File: src/rtl/jtag_ir_dr_ctrl_if.sv
// TAP state encoding shared by the TAP FSM, this controller and its bench,
// plus the signal bundle between the TAP side and the IR/DR controller.
package jtag_tap_pkg;

    typedef enum logic [3:0] {
        TEST_LOGIC_RESET,
        RUN_TEST_IDLE,
        SELECT_DR_SCAN,
        CAPTURE_DR,
        SHIFT_DR,
        EXIT1_DR,
        PAUSE_DR,
        EXIT2_DR,
        UPDATE_DR,
        SELECT_IR_SCAN,
        CAPTURE_IR,
        SHIFT_IR,
        EXIT1_IR,
        PAUSE_IR,
        EXIT2_IR,
        UPDATE_IR
    } tap_ctrl_fsm_t;

endpackage

interface jtag_ir_dr_ctrl_if #(
    parameter int unsigned IR_WIDTH = 4,
    parameter int unsigned DR_WIDTH = 40
) ();
    import jtag_tap_pkg::*;

    tap_ctrl_fsm_t         tap_state;
    logic                  tdi;
    logic                  tdo;
    logic                  tdo_en;
    logic [IR_WIDTH-1:0]   ir_q;
    logic [DR_WIDTH-1:0]   user_capture_data;
    logic [DR_WIDTH-1:0]   user_data;
    logic                  user_update;
    logic                  user_capture;

    // TAP / user side: drives state, serial input and capture data
    modport master (
        output tap_state,
        output tdi,
        output user_capture_data,
        input  tdo,
        input  tdo_en,
        input  ir_q,
        input  user_data,
        input  user_update,
        input  user_capture
    );

    // IR/DR controller side
    modport slave (
        input  tap_state,
        input  tdi,
        input  user_capture_data,
        output tdo,
        output tdo_en,
        output ir_q,
        output user_data,
        output user_update,
        output user_capture
    );

endinterface

File: src/rtl/jtag_ir_dr_ctrl.sv
// IEEE 1149.1 instruction/data register sequencing: IR, IDCODE, BYPASS and a
// USER DR toward the AXI bridge, with TDO source selection and user strobes.
module jtag_ir_dr_ctrl
    import jtag_tap_pkg::*;
#(
    parameter int unsigned          IR_WIDTH     = 4,
    parameter int unsigned          DR_WIDTH     = 40,
    parameter logic [31:0]          IDCODE_VAL   = 32'h1BEEF001,
    parameter logic [IR_WIDTH-1:0]  INSTR_IDCODE = IR_WIDTH'(4'h1),
    parameter logic [IR_WIDTH-1:0]  INSTR_USER   = IR_WIDTH'(4'hA)
) (
    input  logic              tck,
    input  logic              trst,
    jtag_ir_dr_ctrl_if.slave  bus
);

    localparam logic [IR_WIDTH-1:0] IR_CAPTURE = IR_WIDTH'(2'b01);

    typedef enum logic [1:0] {
        DR_BYPASS,
        DR_IDCODE,
        DR_USER
    } dr_sel_t;

    tap_ctrl_fsm_t          tap_state;
    logic                   tdi;
    dr_sel_t                dr_sel;

    logic [IR_WIDTH-1:0]    ir_q;
    logic [IR_WIDTH-1:0]    ir_shift;
    logic [31:0]            idcode_shift;
    logic                   bypass_ff;
    logic [DR_WIDTH-1:0]    user_shift;
    logic [DR_WIDTH-1:0]    user_data;
    logic                   user_update;
    logic                   user_capture;
    logic                   tdo;

    assign tap_state = bus.tap_state;
    assign tdi       = bus.tdi;

    // ir_q only moves at UPDATE_IR / TEST_LOGIC_RESET, so a DR scan always
    // sees the instruction that was active at its CAPTURE_DR.
    always_comb begin
        dr_sel = DR_BYPASS;
        if (ir_q == INSTR_IDCODE) begin
            dr_sel = DR_IDCODE;
        end else if (ir_q == INSTR_USER) begin
            dr_sel = DR_USER;
        end
    end

    always_ff @(posedge tck or posedge trst) begin
        if (trst) begin
            ir_q     <= INSTR_IDCODE;
            ir_shift <= '0;
        end else begin
            case (tap_state)
                TEST_LOGIC_RESET: ir_q     <= INSTR_IDCODE;
                CAPTURE_IR:       ir_shift <= IR_CAPTURE;
                SHIFT_IR:         ir_shift <= {tdi, ir_shift[IR_WIDTH-1:1]};
                UPDATE_IR:        ir_q     <= ir_shift;
                default:          ;
            endcase
        end
    end

    always_ff @(posedge tck or posedge trst) begin
        if (trst) begin
            idcode_shift <= IDCODE_VAL;
            bypass_ff    <= 1'b0;
            user_shift   <= '0;
            user_data    <= '0;
        end else begin
            case (tap_state)
                CAPTURE_DR: begin
                    case (dr_sel)
                        DR_IDCODE: idcode_shift <= IDCODE_VAL;
                        DR_USER:   user_shift   <= bus.user_capture_data;
                        default:   bypass_ff    <= 1'b0;
                    endcase
                end
                SHIFT_DR: begin
                    case (dr_sel)
                        DR_IDCODE: idcode_shift <= {tdi, idcode_shift[31:1]};
                        DR_USER:   user_shift   <= {tdi, user_shift[DR_WIDTH-1:1]};
                        default:   bypass_ff    <= tdi;
                    endcase
                end
                UPDATE_DR: begin
                    if (dr_sel == DR_USER) begin
                        user_data <= user_shift;
                    end
                end
                default: ;
            endcase
        end
    end

    // Strobes are recomputed every edge, so each lasts exactly one tck and
    // the two can never coincide (distinct source states).
    always_ff @(posedge tck or posedge trst) begin
        if (trst) begin
            user_capture <= 1'b0;
            user_update  <= 1'b0;
        end else begin
            user_capture <= (tap_state == CAPTURE_DR) && (dr_sel == DR_USER);
            user_update  <= (tap_state == UPDATE_DR)  && (dr_sel == DR_USER);
        end
    end

    always_comb begin
        tdo = 1'b0;
        if (tap_state == SHIFT_IR) begin
            tdo = ir_shift[0];
        end else if (tap_state == SHIFT_DR) begin
            case (dr_sel)
                DR_IDCODE: tdo = idcode_shift[0];
                DR_USER:   tdo = user_shift[0];
                default:   tdo = bypass_ff;
            endcase
        end
    end

    assign bus.tdo          = tdo;
    assign bus.tdo_en       = (tap_state == SHIFT_IR) || (tap_state == SHIFT_DR);
    assign bus.ir_q         = ir_q;
    assign bus.user_data    = user_data;
    assign bus.user_update  = user_update;
    assign bus.user_capture = user_capture;

endmodule

File: src/flat_wrapper.sv
// flat-port wrapper written by rule: the top's interface ports become plain ports
module jtag_ir_dr_ctrl_flat import jtag_tap_pkg::*;
#(
    parameter int unsigned          IR_WIDTH     = 4,
    parameter int unsigned          DR_WIDTH     = 40,
    parameter logic [31:0]          IDCODE_VAL   = 32'h1BEEF001,
    parameter logic [IR_WIDTH-1:0]  INSTR_IDCODE = IR_WIDTH'(4'h1),
    parameter logic [IR_WIDTH-1:0]  INSTR_USER   = IR_WIDTH'(4'hA)
)
  (tck, trst, bus_tap_state, bus_tdi, bus_user_capture_data, bus_tdo, bus_tdo_en, bus_ir_q, bus_user_data, bus_user_update, bus_user_capture);
  jtag_ir_dr_ctrl_if #(.IR_WIDTH(IR_WIDTH), .DR_WIDTH(DR_WIDTH)) bus_i ();
  input  logic tck;
  input  logic trst;
  input wire logic [$bits(bus_i.tap_state)-1:0] bus_tap_state;
  input wire logic [$bits(bus_i.tdi)-1:0] bus_tdi;
  input wire logic [$bits(bus_i.user_capture_data)-1:0] bus_user_capture_data;
  output wire logic [$bits(bus_i.tdo)-1:0] bus_tdo;
  output wire logic [$bits(bus_i.tdo_en)-1:0] bus_tdo_en;
  output wire logic [$bits(bus_i.ir_q)-1:0] bus_ir_q;
  output wire logic [$bits(bus_i.user_data)-1:0] bus_user_data;
  output wire logic [$bits(bus_i.user_update)-1:0] bus_user_update;
  output wire logic [$bits(bus_i.user_capture)-1:0] bus_user_capture;
  assign bus_i.tap_state = bus_tap_state;
  assign bus_i.tdi = bus_tdi;
  assign bus_i.user_capture_data = bus_user_capture_data;
  assign bus_tdo = bus_i.tdo;
  assign bus_tdo_en = bus_i.tdo_en;
  assign bus_ir_q = bus_i.ir_q;
  assign bus_user_data = bus_i.user_data;
  assign bus_user_update = bus_i.user_update;
  assign bus_user_capture = bus_i.user_capture;
  jtag_ir_dr_ctrl #(.IR_WIDTH(IR_WIDTH), .DR_WIDTH(DR_WIDTH), .IDCODE_VAL(IDCODE_VAL), .INSTR_IDCODE(INSTR_IDCODE), .INSTR_USER(INSTR_USER)) u_core (.tck(tck), .trst(trst), .bus(bus_i));
endmodule
File: config.mk
export PLATFORM = sky130hd
export DESIGN_NAME = jtag_ir_dr_ctrl_flat
export DESIGN_NICKNAME = d
export VERILOG_FILES = /design/src/rtl/jtag_ir_dr_ctrl_if.sv /design/src/rtl/jtag_ir_dr_ctrl.sv /design/src/flat_wrapper.sv
export SDC_FILE = /design/constraint.sdc
export NUM_CORES = 1
export LEC_CHECK = 0
export CORE_AREA = 2 2 112 114
export DETAILED_ROUTE_END_ITERATION = 12
export DIE_AREA = 0 0 114 116
export MAX_ROUTING_LAYER = met4
export PLACE_DENSITY = 0.73
export RECOVER_POWER = 50
export SYNTH_ARGS = -nofsm -noshare
export SYNTH_HDL_FRONTEND = slang
export SYNTH_SLANG_ARGS = --single-unit
File: constraint.sdc
create_clock -name tck -period 4 [get_ports tck]
set_input_delay 0.6 -clock tck [delete_from_list [all_inputs] [get_ports tck]]
set_output_delay 0.6 -clock tck [all_outputs]
set_load 0.01 [all_outputs]
* Word-level counts from Yosys, hierarchy flattened *
Cells that the tools add are included.

storage, ports and cells
  output and inout port bits = 48
  input bits = 47
  flip-flop bits (word level) = 123

operators by class
  reductions and logical operators = 12
  mux-type cells = 16
  equality and inequality tests = 16

operator list
  operator                                        count
  two-way mux 40 bit                              2
  case mux 40 bit (2 select lines)                1
  two-way mux 32 bit                              2
  case mux 32 bit (2 select lines)                1
  == test 4 bit (second input constant)           5
  case mux 4 bit (2 select lines)                 2
  AND reduction 3 bit                             3
  != test 2 bit (second input constant)           4
  nonzero test 2 bit                              3
  == test 4 x 1 -> 1 bit (second input constant)  1
  == test 4 x 2 -> 1 bit (second input constant)  1
  == test 4 x 3 -> 1 bit (second input constant)  1
  zero test 4 bit                                 1
  two-way mux 1 bit                               4
  two-way mux 2 bit                               2
  != test 2 x 1 -> 1 bit (second input constant)  2
  case mux 1 bit (2 select lines)                 2
  == test 2 x 1 -> 1 bit (second input constant)  1
  == test 2 bit (second input constant)           1
  logical AND 1 bit                               2
  AND reduction 2 bit                             1
  OR reduction 2 bit                              1
  logical OR 1 bit                                1

* Longest topological paths before layout *
  depth after elaboration = 7
  mapped depth = 6

* Worst setup path after synthesis *
No wires, ideal clock.

  kind = input -> output
  start point = input port bus_tap_state[3]
  end point = output port bus_tdo
  data required time = 3.400 ns
  arrival = 1.827 ns
  stages on the path = 6
  buffers on the path = 3
  path slack = 1.573 ns
  cells stage by stage = buf_6 or4b_4 buf_6 buf_6 a211o_1 nand3_1

on the way
  longest elaborated chain between the ends = 3
  elaborated cells between the ends (all ways) = 4

RTL lines
  element                 line                    text
  from (decl)             flat_wrapper.sv:14      input wire logic [$bits(bus_i.tap_state)-1:0] bus_tap_state;
  == test 4 x 3 -> 1 bit  jtag_ir_dr_ctrl.sv:116  end else if (tap_state == SHIFT_DR) begin
  two-way mux 1 bit       jtag_ir_dr_ctrl.sv:116
  two-way mux 1 bit *     jtag_ir_dr_ctrl.sv:114  if (tap_state == SHIFT_IR) begin
  to (decl)               flat_wrapper.sv:17      output wire logic [$bits(bus_i.tdo)-1:0] bus_tdo;

Every way passes the cells marked *; elsewhere a longest branch is shown, timed or not.

* Worst setup path in the final report *
  start point = input port bus_tap_state[0]
  end point = output port bus_tdo

The elaborated chain is that of the path after synthesis.

==> flow_summary.json <==
{
  "status": "complete, but fails checks",
  "failed_checks": "max-capacitance violations, max-slew violations",
  "post-route-drc-count": 0,
  "std_cell_rows": 40,
  "drv_slew": 43,
  "post_cts_resize_count": 0,
  "final_util": 0.611,
  "placed_area_um2": 6610,
  "ios": 95,
  "yosys_register_bits": 123,
  "vias_per_cell": 5.31,
  "arrival_ns": 2.80,
  "synth_nets": 403,
  "io_buffers": 94,
  "seq_area_um2": 3100,
  "crit_end": "bus_tdo",
  "dieWidth_um": 114,
  "cts_setup_buffers": 0,
  "track_usage": 0.179,
  "hold_viol": 0,
  "slew_headroom": -0.258,
  "synth_compound_area_frac": 0.0730,
  "hold_buffers": 0,
  "rsz0062_at_grt": "false",
  "path_cells": "dlygate4sd3_1, or4b_4, a211o_1, nand3_1, clkdlybuf4s50_1",
  "layout_setup_ws_ns": 0.597,
  "slowest_stage": "dlygate4sd3_1",
  "die_h_um": 116,
  "dr.pass1.iters": 4,
  "synthArstFlopShare": 1.00,
  "yosys.area.top_type": "dfrtp_1",
  "synth_fa_ha_area_frac": 0,
  "grt_pass1_vias": 3312,
  "num_vias": 3244,
  "final_cells": 611,
  "synth_area_um2": 5600,
  "ir_drop_uv": 349,
  "syn_inst": 356,
  "place_inst": 579,
  "clkTransAtPathRegs_ns": 0.06,
  "multi_input_area_um2": 2310,
  "cellLeakagePower_nw": 3.56,
  "seq_area_frac_synth": 0.553,
  "setup_viol": 0,
  "insertedDiodeCount": 0,
  "ctsLongestPathBuffers": 2,
  "total_power_mw": 3.46,
  "min_path_type": "reg2reg",
  "synth_top_cell_area_share": 0.478,
  "synth_ff_type": "dfrtp_1",
  "yosysWarnings": 0,
  "area_growth_pct": 30.0,
  "timing.hold.ws_ns": 0.488,
  "wl_mm": 10.6,
  "synth-edff-count": 0,
  "numCtsBuffers": 17,
  "critPathCaptureType": "primary output",
  "antenna_left": 0,
  "yosys-top-cells-area": "dfrtp_1, mux2_4, mux2_2, dfstp_2, a22o_1",
  "fp.dieArea_um2": 13200,
  "synth_common_cells": "dfrtp_1, mux2_4, mux2_2",
  "drtIter0Drc": 160,
  "layout-drive-gt1-share": 0.392,
  "synth_top_family_by_area": "multiplexers",
  "grt.overflow.total": 0,
  "r2r-start": "u_core.bus.ir_q[2]",
  "post-route-period-util": 0.851,
  "r2r_end": "u_core.bus.user_data[3]",
  "tightest_slew_ns": 1.88,
  "hpwlAfterDp_mm": 6.54,
  "worstRegToRegCells": 4,
  "maxCapViolCount": 1,
  "core_um2": 11900,
  "cts_tree": "built",
  "grt_pass1_wl_mm": 17.5,
  "antenna_found_initial": 0,
  "synth.distinct_cells": 42,
  "design_area_um2": 7280,
  "r2r_slack_ns": 1.68,
  "routedWlPerCell_um": 17.3,
  "clk_latency_ns": 0.41,
  "syn_avg_cell_area_um2": 15.7,
  "start_util": 0.470,
  "setup_tns_ns": 0,
  "crit_fanout": 13,
  "synthMuxAreaShare": 0.293,
  "crit_path_start_kind": "input pin",
  "routabilityCongestion": 0.772,
  "grt_start_max_net_pins": 83,
  "slowest_delay_ns": 0.70,
  "startpoint": "bus_tap_state[0]",
  "worstPathRequired_ns": 3.40,
  "final_nets": 498,
  "fillers": 898,
  "cts.sinks": 123,
  "synthXorXnorAreaFrac": 0,
  "htree_num_levels": 4,
  "yosysMostFrequentCell": "dfrtp_1",
  "pre_cts_ws_ns": 0.666,
  "layout_min_cycle_time_ns": 3.40,
  "path_class": "in2out",
  "fin_skew_ns": 0.00792,
  "cts.root.buffer_cell": "clkbuf_16",
  "cellPowerDensity_nw_per_um2": 475,
  "synth-simple-area-share": 0.0451,
  "max_freq_mhz": 294
}
[how the worst min path moves through the flow]
stage | from | to | slack [ns] | cells after the start
2_1_floorplan | u_core.bypass_ff | u_core.bypass_ff | 0.46 | 1
3_3_place_gp | u_core.bypass_ff | u_core.bypass_ff | 0.47 | 1
3_5_place_dp | u_core.idcode_shift[9] | u_core.idcode_shift[8] | 0.48 | 1
4_1_cts | u_core.idcode_shift[6] | u_core.idcode_shift[5] | 0.49 | 1
5_1_grt | u_core.idcode_shift[6] | u_core.idcode_shift[5] | 0.51 | 1
6_report | u_core.idcode_shift[6] | u_core.idcode_shift[5] | 0.49 | 1
[critical path: cells and delay by family]
family	cells	cell delay, ns
AOI/OAI and AO/OA	1	0.24
buffers and inverters	2	1.25
and+or+nand+nor	2	0.70
[metal layers]
layer / share of wire / track usage / wire length (um)
met2: 0.47 / 0.265 / 4920
met3: 0.049 / 0.0560 / 515
met5: 0 / - / 0
met4: 0.014 / 0.0634 / 145
met1: 0.47 / 0.234 / 4990
[layout make-up]
type,count,area share
flip-flops and latches,123,0.425
clock buffers,18,0.0603
inverters,4,0.00223
repair buffers,99,0.136
multi-input cells,206,0.317
well taps,147,0.0253
clock inverters,14,0.0333
[state kept, by name, indices dropped and copies added (netlist names)]
signal,flops
u_core.bus.user_data,40
u_core.bus.user_update,1
u_core.bus.user_capture,1
u_core.bus.ir_q,4
u_core.user_shift,40
u_core.ir_shift,4
u_core.bypass_ff,1
u_core.idcode_shift,32
[kinds of logic after synthesis]
logic type | Yosys count
DFF | 123
muxes | 120
AOI/OAI and AO/OA | 51
and+or+nand+nor | 35
buffers and inverters | 27
[layout by cell type, fill, tap and decap left out, types with 4 or more instances in the layout]
cell type,synthesis,layout
bufinv_16,0,6
dfstp_2,16,16
a22o_1,16,16
o21ai_0,4,4
nor2_1,4,4
nand2_1,9,9
a21oi_1,5,5
mux2_4,77,77
o22ai_1,4,4
o22a_1,15,15
dfrtp_1,107,107
mux2_2,41,41
clkbuf_16,0,17
clkdlybuf4s50_1,0,77
dlygate4sd3_1,0,17
[power breakdown]
part | leakage (nW) | internal (mW) | switching (mW)
Combinational | 1.59 | 0.174 | 0.105
Sequential | 1.64 | 1.38 | 0.0625
Clock | 0.323 | 1.19 | 0.551
Total | 3.56 | 2.74 | 0.718
(Power assumes the default switching activity.)
